==> config.mk <==
export PLATFORM = sky130hd
export DESIGN_NAME = multi_counter_fsm
export DESIGN_NICKNAME = d
export VERILOG_FILES = /design/src/rtl/multi_counter_fsm.sv
export SDC_FILE = /design/constraint.sdc
export NUM_CORES = 1
export LEC_CHECK = 0
export CAP_MARGIN = 20
export CORE_MARGIN = 1.5
export CORE_UTILIZATION = 45
export DETAILED_ROUTE_END_ITERATION = 8
export GPL_ROUTABILITY_DRIVEN = 0
export GPL_TIMING_DRIVEN = 0
export HOLD_SLACK_MARGIN = 0.06
export PLACE_DENSITY_LB_ADDON = 0.25
export SKIP_CTS_REPAIR_TIMING = 1
export SYNTH_ARGS = -nofsm -noshare
export SYNTH_HDL_FRONTEND = slang
export SYNTH_SLANG_ARGS = --single-unit
export TNS_END_PERCENT = 10
==> constraint.sdc <==
create_clock -name clk -period 9.23 [get_ports clk]
set_input_delay 2.3075 -clock clk [delete_from_list [all_inputs] [get_ports clk]]
set_output_delay 2.3075 -clock clk [all_outputs]
set_load 0.02 [all_outputs]
==> src/rtl/multi_counter_fsm.sv <==
// multi_counter_fsm: NUM_CH independent start/done counter FSMs.
// Define MULTI_CNT_PRESCALE_EN to add the shared prescale tick divider.
module multi_counter_fsm #(
    parameter int NUM_CH     = 4,
    parameter int WIDTH      = 32,
    parameter int PRESCALE_W = 8
) (
    input  logic                    clk,
    input  logic                    rst,
    input  logic [NUM_CH-1:0]       start,
    input  logic [NUM_CH-1:0]       abort,
    input  logic [NUM_CH-1:0]       mode,
    input  logic [NUM_CH*WIDTH-1:0] N,
`ifdef MULTI_CNT_PRESCALE_EN
    input  logic [PRESCALE_W-1:0]   prescale,
`endif
    output logic [NUM_CH-1:0]       done,
    output logic [NUM_CH-1:0]       wrap,
    output logic                    any_done,
    output logic [NUM_CH*WIDTH-1:0] count,
    output logic [NUM_CH*2-1:0]     state_out
);

    typedef enum logic [1:0] {
        S_IDLE = 2'b00,
        S_RUN  = 2'b01,
        S_DONE = 2'b10
    } state_t;

    if (NUM_CH < 1 || NUM_CH > 16 || WIDTH < 1 || PRESCALE_W < 1) begin : g_bad_cfg
        $error("multi_counter_fsm: illegal parameter set");
    end

    for (genvar c = 0; c < NUM_CH; c++) begin : g_ch
        state_t           st_q;
        state_t           st_d;
        logic [WIDTH-1:0] cnt_q;
        logic [WIDTH-1:0] cnt_d;
        logic [WIDTH-1:0] tgt_q;
        logic             md_q;
        logic             adv;
        logic             hit;
        logic             go;
        logic             done_c;
        logic             wrap_c;

`ifdef MULTI_CNT_PRESCALE_EN
        logic [PRESCALE_W-1:0] div_q;
        logic [PRESCALE_W-1:0] div_d;

        assign adv   = (st_q == S_RUN) && (div_q == prescale);
        assign div_d = (st_q == S_RUN && !abort[c] && !adv) ?
                       div_q + PRESCALE_W'(1) : '0;

        always_ff @(posedge clk or posedge rst) begin
            if (rst) div_q <= '0;
            else     div_q <= div_d;
        end
`else
        assign adv = (st_q == S_RUN);
`endif

        assign hit = adv && (cnt_q == tgt_q);
        assign go  = (st_q == S_IDLE) && start[c] && !abort[c];

        always_ff @(posedge clk or posedge rst) begin
            if (rst) begin
                st_q  <= S_IDLE;
                cnt_q <= '0;
                tgt_q <= '0;
                md_q  <= 1'b0;
            end else begin
                st_q  <= st_d;
                cnt_q <= cnt_d;
                if (go) begin
                    tgt_q <= N[c*WIDTH +: WIDTH];
                    md_q  <= mode[c];
                end
            end
        end

        // Abort and the illegal encoding both fall through to IDLE, count 0.
        always_comb begin
            st_d  = S_IDLE;
            cnt_d = '0;
            if (!abort[c]) begin
                unique case (st_q)
                    S_IDLE: st_d = start[c] ? S_RUN : S_IDLE;
                    S_RUN: begin
                        st_d  = S_RUN;
                        cnt_d = cnt_q;
                        if (hit) begin
                            if (md_q && start[c]) cnt_d = '0;
                            else                  st_d  = S_DONE;
                        end else if (adv) begin
                            cnt_d = cnt_q + WIDTH'(1);
                        end
                    end
                    S_DONE: begin
                        st_d  = start[c] ? S_DONE : S_IDLE;
                        cnt_d = start[c] ? cnt_q : '0;
                    end
                    default: ;
                endcase
            end
        end

        always_comb begin
            done_c = (st_q == S_DONE);
            wrap_c = hit && md_q && start[c] && !abort[c];
        end

        assign done[c]                 = done_c;
        assign wrap[c]                 = wrap_c;
        assign count[c*WIDTH +: WIDTH] = cnt_q;
        assign state_out[c*2 +: 2]     = st_q;
    end

    assign any_done = |done;

endmodule

==> flow_summary.ini, run 1 <==
[pwr]
pwr-share-seq = 0.466
netSwitchingFraction = 0.254
power_leakage_nw = 8.09
pwr-share-comb = 0.133
p_switching_uw = 760
clockPowerShare = 0.401
p_int_mw = 2.24
p_per_area_nw_per_um2 = 158
ir_drop_mv = 0.164

[synth]
async_flop_share = 1.00
avgSynthCellArea_um2 = 10.5
synth_common_cells = dfrtp_1 (268), mux2_2 (133), xor2_1 (127)
synth_area_um2 = 14400
synth_edf_count = 0
synth.largest_area_cell = dfrtp_1
yosysMostFrequentCell = dfrtp_1
synthXorXnorAreaFrac = 0.0911
synth.ff_latch_count = 268
yosys-top-cells-area = dfrtp_1 (46%), mux2_2 (10%), xor2_1 (7.7%), a221o_1 (4.4%), nor2_1 (2.7%)
synth_compound_area_frac = 0.100
yosysSeqAreaShare = 0.465
ys_types = 60
yosys_warnings = 0
yosys.area.top_type_share = 0.465
muxShareOfSynthArea = 0.105
synth_flop_cell = dfrtp_1
netlist_instances = 1371
synthSimpleGateAreaFrac = 0.200
synth_top_family_by_area = simple AND/OR/NAND/NOR gates
synthesis.nets = 1517
synth_fa_ha_area_frac = 0.00347

[detailed_routing]
num_vias = 12400
drtPass1Iterations = 7
drtIter0Drc = 968
drtAntennaViolNets = 0
wire_per_inst_um = 19.9
drc = 0
wl_um = 42300
via_per_inst = 5.84

[die]
dieArea_um2 = 33100
rows = 65
start_util = 0.457
die_w_um = 182
core_um2 = 31600
io_pins = 287
die_y_um = 182

[worst_setup_path]
critPathMaxStageDelay_ns = 0.64
worstReg2RegStart = g_ch[1].cnt_q[22]
r2r_cells = 8
cp_cell_sequence = clkdlybuf4s50_1 -> nor2b_1 -> and3_1 -> buf_4 -> clkdlybuf4s50_1
ff2ff_setup_slack_ns = 6.07
start_kind = input port
required_ns = 6.92
worst-setup-path-type = input port to output port
worstPathMaxFanout = 4
cpLargestDelayFamily = buffers and inverters
crit_cells = 5
crit_slowest_cell = clkdlybuf4s50_1
cp-end-kind = output port
worst-path-buf-inv = 3
arrival_ns = 3.98
path_common_cell = clkdlybuf4s50_1
r2r_end = g_ch[1].cnt_q[23]

[cells_and_area]
seq_area_um2 = 6710
drive_gt1_frac = 0.146
synthToLayoutAreaGrowth_pct = 31.2
multi_input_comb_area_um2 = 7210
fin_nets = 1843
fillCellCount = 2669

[timing]
grt_setup_unrepaired = false
finClkSkew_ns = 0.0106
fin_setup_tns_ns = 0
fmaxAchievable_ghz = 0.159
fin_crit_sh = 0.682
slew_violations = 0
slew_headroom = 0.332
setup_violations = 0
max_slew.worst_pin.slew_ns = 0.995
final-hold-violation-count = 0
min_period_ns = 6.29
setup_ws_ns = 2.94

[clock_tree]
htree_levels = 1
clk_latency_ns = 0.55
clock-sinks = 268
root_buffer = clkbuf_16
cts_buffers = 31
cts_tree = built
cts_buffer_depth = 3
clk_pin_slew_ns = 0.06

[grt]
grt_overflow_total = 0
gr-usage-all-layers = 0.253
grt_start_max_net_pins = 42
grt_pass1_vias = 12000
grt_pass1_wl_um = 66900
antenna_found_initial = 1

[placed_design]
port_buffers = 286
hpwl_um = 31500
dp_slack_ns = 2.95

[worst_hold_path]
hold-path-cell-count = 1
hold_class = register to register
min_to = g_ch[3].tgt_q[0]
min-delay-start = g_ch[3].tgt_q[0]

[outcome]
status = complete, no violations

[job]
max-cap-violations = 0
## cell families after synthesis
group / Yosys count
XOR/XNOR: 150
adder cells (fa/ha/maj): 4
AO/OA/AOI/OAI: 169
buffers and inverters: 118
flip-flops: 268
multiplexers: 134
AND/OR/NAND/NOR: 528
## area by class of cell
type,instances,area share
Antenna cell,1,0.000132
Buffer,79,0.0196
Clock buffer,45,0.0469
Clock inverter,9,0.00522
Inverter,39,0.00793
Multi-Input combinational cell,985,0.381
Sequential cell,268,0.354
Tap cell,402,0.0266
Timing Repair Buffer,293,0.159
## power groups by stage
stage                     registers, mW  logic [mW]  clock network [mW]
after global placement             1.41       0.384                   0
after floorplan                    1.39       0.255                   0
after global routing               1.41       0.436                1.27
after detailed placement           1.42       0.400                   0
final                              1.40       0.399                1.20
after CTS                          1.40       0.403                1.23
## placed cells by master, fill, tap and decap left out, drive strengths merged, types with 3 or more instances in the layout
cell / netlist / final
a211o: 6 / 6
a21o: 3 / 3
a21oi: 8 / 8
a221o: 63 / 63
a22o: 20 / 20
a22oi: 3 / 3
and2: 13 / 13
and3: 47 / 47
and3b: 3 / 3
and4: 8 / 8
and4b: 4 / 4
buf: 39 / 46
clkbuf: 40 / 85
clkdlybuf4s50: 0 / 286
clkinv: 1 / 7
dfrtp: 268 / 268
ha: 4 / 4
inv: 38 / 38
mux2: 133 / 133
nand2: 77 / 77
nand2b: 8 / 8
nand3: 73 / 73
nand4: 46 / 46
nor2: 106 / 106
nor2b: 20 / 20
nor3: 35 / 35
nor4: 51 / 51
nor4b: 9 / 9
o211ai: 4 / 4
o21ai: 21 / 21
o221ai: 16 / 16
o22ai: 3 / 3
o2bb2ai: 9 / 9
or2: 6 / 6
or3: 8 / 8
or4: 9 / 9
xnor2: 23 / 23
xor2: 127 / 127
## how the worst max path moves through the flow
stage,from,to,slack [ns]
detailed placement,start[1],wrap[1],2.95
floorplan,rst,g_ch[0].cnt_q[0],3.38
CTS,start[1],wrap[1],2.94
global route,start[1],wrap[1],2.86
global placement,rst,g_ch[0].cnt_q[0],1.26
finish,start[1],wrap[1],2.94
## stage by stage
step	power (mW)	hold slack (ns)	instance area, µm²	std cells	util
after floorplan	1.64	0.486	14400	1371	-
after CTS	3.03	0.529	18900	2120	0.600
final	3.00	0.525	18900	2121	0.600
after global placement	1.80	0.510	17800	2059	0.564
after global routing	3.12	0.539	18900	2121	0.600
after detailed placement	1.82	0.516	17900	2066	0.569
## sequential cells by signal (all words and copies together), names as in the netlist
register	flops
g_ch.st_q	8
g_ch.tgt_q	128
g_ch.cnt_q	128
g_ch.md_q	4
## layer usage
metal,GRT usage,vias up,part of all wire
li1,-,5702,-
met5,0,-,0
met2,0.407,467,0.46
met4,0.0605,0,0.023
met1,0.358,6147,0.45
met3,0.0385,64,0.066
Power figures use the tool's default switching activity.
==> run 2, diff against run 1 <==
==> constraint.sdc (replaced) <==
create_clock -name clk -period 6.6 [get_ports clk]
set_input_delay 1.65 -clock clk [delete_from_list [all_inputs] [get_ports clk]]
set_output_delay 1.65 -clock clk [all_outputs]
set_load 0.02 [all_outputs]
==> results of run 2 <==
Same layout as run 1 (identical final DEF). Status: complete, no violations.
Among the figures that moved: setup slack after placement 2.95 ns -> 1.63 ns; setup slack after layout 2.94 ns -> 1.21 ns; start point of the critical path start[1] -> g_ch[1].cnt_q[22]; register-to-register setup slack 6.07 ns -> 3.44 ns; total power 3.00 mW -> 4.19 mW; worst IR drop on VDD 0.164 mV -> 0.230 mV
